## src/rtl/fpnew_slice_result_receiver_pkg.sv

```systemverilog
// Shared types and sizing helpers for the slice result receiver.
// Optional sticky flag accumulation is enabled with FPNEW_RECV_STICKY_FLAGS_EN.
package fpnew_slice_result_receiver_pkg;

    // Same layout as the FPU status flags: NV DZ OF UF NX, MSB first.
    typedef struct packed {
        logic nv;
        logic dz;
        logic of;
        logic uf;
        logic nx;
    } status_t;

    // Pointer width for a Depth-entry FIFO; at least one bit so Depth=1 still builds.
    function automatic int unsigned recv_ptr_w(input int unsigned depth);
        return (depth > 1) ? $clog2(depth) : 1;
    endfunction

    // Number of low result bits covered by expanded CMP lanes, clamped to the datapath.
    function automatic int unsigned cmp_lane_bits(input int unsigned width,
                                                  input int unsigned fp_width,
                                                  input int unsigned lanes);
        return (fp_width * lanes > width) ? width : fp_width * lanes;
    endfunction

endpackage

```

## src/rtl/fpnew_slice_result_receiver_if.sv

```systemverilog
// Slice-side and writeback-side handshake bundle of the slice result receiver.
// slave = the receiver, master = the slice/writeback environment.
interface fpnew_slice_result_receiver_if
    import fpnew_slice_result_receiver_pkg::*;
#(
    parameter int unsigned Width   = 64,
    parameter type         TagType = logic
);
    logic             in_valid_i;
    logic             in_ready_o;
    logic [Width-1:0] result_i;
    status_t          status_i;
    logic             extension_bit_i;
    TagType           tag_i;
    logic             is_cmp_i;
    logic             vectorial_i;

    logic             out_valid_o;
    logic             out_ready_i;
    logic [Width-1:0] result_o;
    status_t          status_o;
    logic             extension_bit_o;
    TagType           tag_o;

    modport slave (
        input  in_valid_i, result_i, status_i, extension_bit_i, tag_i, is_cmp_i, vectorial_i,
        input  out_ready_i,
        output in_ready_o,
        output out_valid_o, result_o, status_o, extension_bit_o, tag_o
    );

    modport master (
        output in_valid_i, result_i, status_i, extension_bit_i, tag_i, is_cmp_i, vectorial_i,
        output out_ready_i,
        input  in_ready_o,
        input  out_valid_o, result_o, status_o, extension_bit_o, tag_o
    );

endinterface

```

## src/rtl/fpnew_recv_fifo.sv

```systemverilog
// Generic synchronous-reset FIFO with flush and occupancy; a full FIFO accepts
// a push in the same cycle as a pop. No bypass: data appears one cycle after push.
module fpnew_recv_fifo
    import fpnew_slice_result_receiver_pkg::*;
#(
    parameter int unsigned DataWidth = 8,
    parameter int unsigned Depth     = 2,
    localparam int unsigned PtrW     = recv_ptr_w(Depth),
    localparam int unsigned CntW     = $clog2(Depth + 1)
) (
    input  logic                 clk_i,
    input  logic                 rst_ni,
    input  logic                 flush_i,
    input  logic                 push_valid_i,
    output logic                 push_ready_o,
    input  logic [DataWidth-1:0] data_i,
    output logic                 pop_valid_o,
    input  logic                 pop_ready_i,
    output logic [DataWidth-1:0] data_o,
    output logic [CntW-1:0]      occupancy_o
);
    localparam logic [CntW-1:0] FullCnt = CntW'(Depth);
    localparam logic [PtrW-1:0] LastPtr = PtrW'(Depth - 1);

    logic [DataWidth-1:0] mem [Depth];
    logic [PtrW-1:0]      wr_ptr, rd_ptr;
    logic [CntW-1:0]      count;
    logic                 push, pop;

    // Explicit wrap keeps the pointers modulo Depth even when Depth is 1.
    function automatic logic [PtrW-1:0] ptr_inc(input logic [PtrW-1:0] p);
        return (p == LastPtr) ? '0 : p + 1'b1;
    endfunction

    assign pop_valid_o  = (count != '0);
    assign pop          = pop_valid_o && pop_ready_i;
    assign push_ready_o = (count != FullCnt) || pop;
    assign push         = push_valid_i && push_ready_o && !flush_i;
    assign data_o       = mem[rd_ptr];
    assign occupancy_o  = count;

    // NOTE: sequential state uses non-blocking assignments so every register
    // samples the pre-edge values; blocking here would create order-dependent races.
    always_ff @(posedge clk_i) begin
        if (!rst_ni || flush_i) begin
            wr_ptr <= '0;
            rd_ptr <= '0;
            count  <= '0;
        end else begin
            if (push) wr_ptr <= ptr_inc(wr_ptr);
            if (pop)  rd_ptr <= ptr_inc(rd_ptr);
            case ({push, pop})
                2'b10:   count <= count + 1'b1;
                2'b01:   count <= count - 1'b1;
                default: count <= count;
            endcase
        end
    end

    // NOTE: storage is deliberately not reset; the occupancy count alone decides
    // validity, so stale payload is never observed and the array stays plain RAM.
    always_ff @(posedge clk_i) begin
        if (push) mem[wr_ptr] <= data_i;
    end

endmodule

```

## src/rtl/fpnew_slice_result_receiver.sv

```systemverilog
// Receives slice results into a FIFO, re-expands compressed CMP bitmasks and
// presents them to writeback. FPNEW_RECV_STICKY_FLAGS_EN adds sticky fflags.
module fpnew_slice_result_receiver
    import fpnew_slice_result_receiver_pkg::*;
#(
    parameter int unsigned Width    = 64,
    parameter int unsigned FpWidth  = 32,
    parameter int unsigned NumLanes = 2,
    parameter int unsigned Depth    = 2,
    parameter type         TagType  = logic
) (
    input  logic    clk_i,
    input  logic    rst_ni,
    input  logic    flush_i,
    input  logic    fflags_clr_i,
    output logic    busy_o,
    output status_t fflags_o,
    fpnew_slice_result_receiver_if.slave bus
);
    localparam int unsigned LaneBits = cmp_lane_bits(Width, FpWidth, NumLanes);
    localparam int unsigned CntW     = $clog2(Depth + 1);

    typedef struct packed {
        logic [Width-1:0] result;
        status_t          status;
        logic             ext_bit;
        TagType           tag;
        logic             is_cmp;
        logic             vectorial;
    } entry_t;

    localparam int unsigned EntryW = $bits(entry_t);

    entry_t           wr_entry, head;
    logic [EntryW-1:0] head_bits;
    logic [CntW-1:0]  occupancy;
    logic             pop;
    logic [Width-1:0] result_exp;

    assign wr_entry = '{
        result:    bus.result_i,
        status:    bus.status_i,
        ext_bit:   bus.extension_bit_i,
        tag:       bus.tag_i,
        is_cmp:    bus.is_cmp_i,
        vectorial: bus.vectorial_i
    };

    fpnew_recv_fifo #(
        .DataWidth (EntryW),
        .Depth     (Depth)
    ) i_fifo (
        .clk_i        (clk_i),
        .rst_ni       (rst_ni),
        .flush_i      (flush_i),
        .push_valid_i (bus.in_valid_i),
        .push_ready_o (bus.in_ready_o),
        .data_i       (wr_entry),
        .pop_valid_o  (bus.out_valid_o),
        .pop_ready_i  (bus.out_ready_i),
        .data_o       (head_bits),
        .occupancy_o  (occupancy)
    );

    assign head   = entry_t'(head_bits);
    assign pop    = bus.out_valid_o && bus.out_ready_i;
    assign busy_o = (occupancy != '0);

    // Inverse of slice-side compression: bit i of the mask returns to the LSB of lane i.
    // NOTE: default assignment first so every path drives result_exp and no latch is inferred.
    always_comb begin
        result_exp = head.result;
        if (head.is_cmp) begin
            result_exp = '0;
            if (head.vectorial) begin
                for (int unsigned b = LaneBits; b < Width; b++) result_exp[b] = head.ext_bit;
                for (int unsigned i = 0; i < NumLanes; i++) result_exp[i*FpWidth] = head.result[i];
            end else begin
                result_exp[0] = head.result[0];
            end
        end
    end

    assign bus.result_o        = result_exp;
    assign bus.status_o        = head.status;
    assign bus.extension_bit_o = head.ext_bit;
    assign bus.tag_o           = head.tag;

`ifdef FPNEW_RECV_STICKY_FLAGS_EN
    status_t fflags_q;

    // A clear coinciding with a pop keeps only the popped flags.
    always_ff @(posedge clk_i) begin
        if (!rst_ni) begin
            fflags_q <= '0;
        end else if (fflags_clr_i) begin
            fflags_q <= pop ? head.status : '0;
        end else if (pop) begin
            fflags_q <= status_t'(fflags_q | head.status);
        end
    end

    assign fflags_o = fflags_q;
`else
    logic unused_sticky;
    assign unused_sticky = fflags_clr_i ^ pop;
    assign fflags_o      = '0;
`endif

endmodule
```

## src/flat_wrapper.sv

```systemverilog
// flat-port wrapper written by rule: the top's interface ports become plain ports
module fpnew_slice_result_receiver_flat import fpnew_slice_result_receiver_pkg::*;
#(
    parameter int unsigned Width    = 64,
    parameter int unsigned FpWidth  = 32,
    parameter int unsigned NumLanes = 2,
    parameter int unsigned Depth    = 2,
    parameter type         TagType  = logic
)
  (clk_i, rst_ni, flush_i, fflags_clr_i, busy_o, fflags_o, bus_in_valid_i, bus_result_i, bus_status_i, bus_extension_bit_i, bus_tag_i, bus_is_cmp_i, bus_vectorial_i, bus_out_ready_i, bus_in_ready_o, bus_out_valid_o, bus_result_o, bus_status_o, bus_extension_bit_o, bus_tag_o);
  fpnew_slice_result_receiver_if #(.Width(Width), .TagType(TagType)) bus_i ();
  input  logic clk_i;
  input  logic rst_ni;
  input  logic flush_i;
  input  logic fflags_clr_i;
  output logic busy_o;
  output status_t fflags_o;
  input wire logic [$bits(bus_i.in_valid_i)-1:0] bus_in_valid_i;
  input wire logic [$bits(bus_i.result_i)-1:0] bus_result_i;
  input wire logic [$bits(bus_i.status_i)-1:0] bus_status_i;
  input wire logic [$bits(bus_i.extension_bit_i)-1:0] bus_extension_bit_i;
  input wire logic [$bits(bus_i.tag_i)-1:0] bus_tag_i;
  input wire logic [$bits(bus_i.is_cmp_i)-1:0] bus_is_cmp_i;
  input wire logic [$bits(bus_i.vectorial_i)-1:0] bus_vectorial_i;
  input wire logic [$bits(bus_i.out_ready_i)-1:0] bus_out_ready_i;
  output wire logic [$bits(bus_i.in_ready_o)-1:0] bus_in_ready_o;
  output wire logic [$bits(bus_i.out_valid_o)-1:0] bus_out_valid_o;
  output wire logic [$bits(bus_i.result_o)-1:0] bus_result_o;
  output wire logic [$bits(bus_i.status_o)-1:0] bus_status_o;
  output wire logic [$bits(bus_i.extension_bit_o)-1:0] bus_extension_bit_o;
  output wire logic [$bits(bus_i.tag_o)-1:0] bus_tag_o;
  assign bus_i.in_valid_i = bus_in_valid_i;
  assign bus_i.result_i = bus_result_i;
  assign bus_i.status_i = bus_status_i;
  assign bus_i.extension_bit_i = bus_extension_bit_i;
  assign bus_i.tag_i = bus_tag_i;
  assign bus_i.is_cmp_i = bus_is_cmp_i;
  assign bus_i.vectorial_i = bus_vectorial_i;
  assign bus_i.out_ready_i = bus_out_ready_i;
  assign bus_in_ready_o = bus_i.in_ready_o;
  assign bus_out_valid_o = bus_i.out_valid_o;
  assign bus_result_o = bus_i.result_o;
  assign bus_status_o = bus_i.status_o;
  assign bus_extension_bit_o = bus_i.extension_bit_o;
  assign bus_tag_o = bus_i.tag_o;
  fpnew_slice_result_receiver #(.Width(Width), .FpWidth(FpWidth), .NumLanes(NumLanes), .Depth(Depth), .TagType(TagType)) u_core (.clk_i(clk_i), .rst_ni(rst_ni), .flush_i(flush_i), .fflags_clr_i(fflags_clr_i), .busy_o(busy_o), .fflags_o(fflags_o), .bus(bus_i));
endmodule
```

## config.mk

```make
export PLATFORM = sky130hd
export DESIGN_NAME = fpnew_slice_result_receiver_flat
export DESIGN_NICKNAME = d
export VERILOG_FILES = /design/src/rtl/fpnew_slice_result_receiver_pkg.sv /design/src/rtl/fpnew_slice_result_receiver_if.sv /design/src/rtl/fpnew_recv_fifo.sv /design/src/rtl/fpnew_slice_result_receiver.sv /design/src/flat_wrapper.sv
export SDC_FILE = /design/constraint.sdc
export NUM_CORES = 1
export LEC_CHECK = 0
export BUFFER_PORTS_ARGS = -buffer_cell sky130_fd_sc_hd__buf_2
export CAP_MARGIN = 20
export CORE_MARGIN = 2
export CORE_UTILIZATION = 52
export DETAILED_ROUTE_END_ITERATION = 8
export GPL_TIMING_DRIVEN = 0
export PLACE_DENSITY = 0.79
export SLEW_MARGIN = 20
export SYNTH_ARGS = -nofsm -noshare
export SYNTH_HDL_FRONTEND = slang
export SYNTH_SLANG_ARGS = --single-unit
```

## constraint.sdc

```tcl
create_clock -name clk_i -period 6.3 [get_ports clk_i]
set_input_delay 1.26 -clock clk_i [delete_from_list [all_inputs] [get_ports clk_i]]
set_output_delay 1.26 -clock clk_i [all_outputs]
set_load 0.01 [all_outputs]
```

==> metrics.csv <==
metric,value,unit
outcome,"finished, final reports clean",
WL per Instance,15.82,um
synth warn,0,
LEAKAGE,2.886,nW
Synth area leader,edfxtp_1,
post-cts resize count,0,
initial drt markers,129,
worst skew pair latency,500,ps
Setup Buffers After CTS,0,
final hold viol count,0,
core region area,0.01084,mm2
Worst Path Max Fanout,2,
Buffers on Ports,151,
most frequent cell after synthesis,edfxtp_1,
DIE AREA,0.01194,mm2
placed inst area,0.006890,mm2
layout cells sized above 1,0.4202,
"Seq/Total Area, Yosys",0.7779,
Fill cells,733,
first-pass GRT wire length,15700,um
XOR/XNOR share of the synthesized area,0.004558,
Root Driver,clkbuf_8,
Synth cell types,27,
PnR worst setup slack,3145,ps
mux cell area share after synthesis,0.1276,
relative slew slack,0.6381,
crit end category,output pin,
Synth Area in Compound Gates,0.005427,
"Primary FF master, synth",edfxtp_1,
vias,3303,
Antenna Cells,0,
post-synthesis register bit count,151,
drt first pass iters,4,
# rows,38,
clk sinks,151,
fin crit period,3155,ps
ANT nets after route,0,
WS Path Type,in2out,
Die Ht,109.3,um
synth top area cells,"edfxtp_1 (76%), mux2i_1 (11%), nor2_1 (4.4%), dfxtp_1 (1.7%), buf_4 (1.7%)",
final setup vio count,0,
CTS H-tree depth,4,
clk_skew,8.670,ps
cell mode on critical path,buf_2,
largest family of logic cells by synthesized area,multiplexers,
vias per std cell,4.959,
fin. max-slew vios,0,
Met3 Wirelength,726,um
Syn Area/Cell,17.31,um2
maximum clock rate,317.0,MHz
Die X,109.3,um
Worst path max stage delay,370,ps
PwrDens,321.2,mW/mm2
Worst path slowest cell,or3b_4,
CTS tree,yes,
top-level port count,158,
met2 wire len,5534,um
simple-gate share of the synthesized area,0.05513,
VDD IR max,204.7,uV
Starting Density,0.5317,
WL met1,4227,um
max cap viols,0,
cell breakdown of the critical path,buf_2 > or3b_4 > buf_2,
Inserted Clock Buffers,17,
Area Overhead vs Synth,31.65,%
All-Layer GR Usage,0.1808,
Worst Setup Start Kind,input pin,
initial antenna violation count,0,
worst min path class,reg2reg,
grt ovf,0,
Final #Nets,593,
CTS Hold Buffers Added,0,
Yosys top cell area share,0.7606,
RePlAce Congestion,0.6807,
Synth top cells by count,"edfxtp_1 (146), nor2_1 (67), mux2i_1 (63), buf_4 (13), mux2_2 (8)",
RSZ-0062 raised after global routing,false,
uppermost layer routed,met4,
period utilization,0.5008,
cell count after synthesis,333,
fin area,0.007589,mm2
Post-DP HPWL,7370,um
Clock Tree Buf Depth,2,
"Reg clk slew, reported paths",60,ps
number of global-route vias before repair,3282,
Mapped Area,0.005764,mm2
CP arrival,1900,ps
Post-synth EDFFs,146,
DRC Markers,0,
async set or reset register ratio after synthesis,0,
pin count of the biggest net entering global routing,24,
Post-Synth Adder-Cell Area,0.002171,
Routed WL,10530,um
"Req. time, crit path",5040,ps
measured slew at the worst slew-check pin,541.6,ps
post-placement worst setup slack,3150,ps
==> routing by layer <==
metal,vias up,global-route usage
met2,114,0.3154
met5,-,0
met4,0,0.04792
li1,1597,-
met1,1588,0.2080
met3,4,0.07173
==> layout by cell type (no fill, tap or decap), drive strengths merged, types with 2 or more instances in the layout <==
cell type,count
inv,2
mux2i,63
edfxtp,146
nand3,4
dfxtp,5
buf,175
clkbuf,27
mux2,9
xnor2,2
conb,5
nor2,67
bufinv,7
==> final cells by class <==
type                    count  area [um2]  area share
plain buffers              21       145.1     0.01913
clock buffers              24       480.5     0.06331
flip-flops and latches    151        4484      0.5909
clock inverters             8       217.7     0.02869
well taps                 140       175.2     0.02308
repair buffers            157       920.9      0.1214
inverters                   2       7.507   0.0009893
multi-input cells         163        1157      0.1525
==> stage by stage <==
stage	total power [mW]	instances	utilization	hold slack (ps)	setup TNS, ps
floorplan	1.225	337	-	463.1	0
global route	2.524	666	0.7000	571.0	0
detailed placement	1.297	634	0.6356	522.9	0
finish	2.438	666	0.7000	543.2	0
CTS	2.457	666	0.7000	539.8	0
global placement	1.286	628	0.6190	473.4	-57040
==> cells by family after synthesis <==
family,after synthesis
AOI/OAI and AO/OA,5
xor gates and xnor gates,3
adders and majority gates,1
buffers and inverters,23
DFF,151
muxes,72
other,1
and+or+nand+nor,77
==> flip-flops by register name, indices dropped and copies added, names as in the netlist, named ones only <==
name / cells
u_core.i_fifo.rd_ptr: 1
u_core.i_fifo.occupancy_o: 2
u_core.i_fifo.wr_ptr: 1
u_core.i_fifo.mem: 146
==> path summary, 6_finish.rpt <==
path | start | to | slack (ps) | depth (start not counted)
worst max-delay path | bus_out_ready_i | bus_in_ready_o | 3140 | 3
worst min-delay path | u_core.i_fifo.wr_ptr$_SDFFE_PP0P_ | u_core.i_fifo.wr_ptr$_SDFFE_PP0P_ | 540 | 2
worst max register to register | u_core.i_fifo.occupancy_o[0]$_SDFFE_PP0P_ | u_core.i_fifo.mem[1][2]$_DFFE_PP_ | 4300 | 5
worst min register to register | u_core.i_fifo.wr_ptr$_SDFFE_PP0P_ | u_core.i_fifo.wr_ptr$_SDFFE_PP0P_ | 540 | 2
==> worst max-delay path, delay by kind of cell <==
kind | cells | cell delay [ps]
buf+inv | 2 | 260
simple gates | 1 | 370
==> report_power, final <==
group	internal [mW]	switching, mW	total [mW]
Sequential	1.13	0.00705	1.14
Combinational	0.0617	0.0740	0.136
Clock	0.806	0.356	1.16
Total	2.00	0.437	2.44
Note: power is estimated with default switching activity, not from simulation.
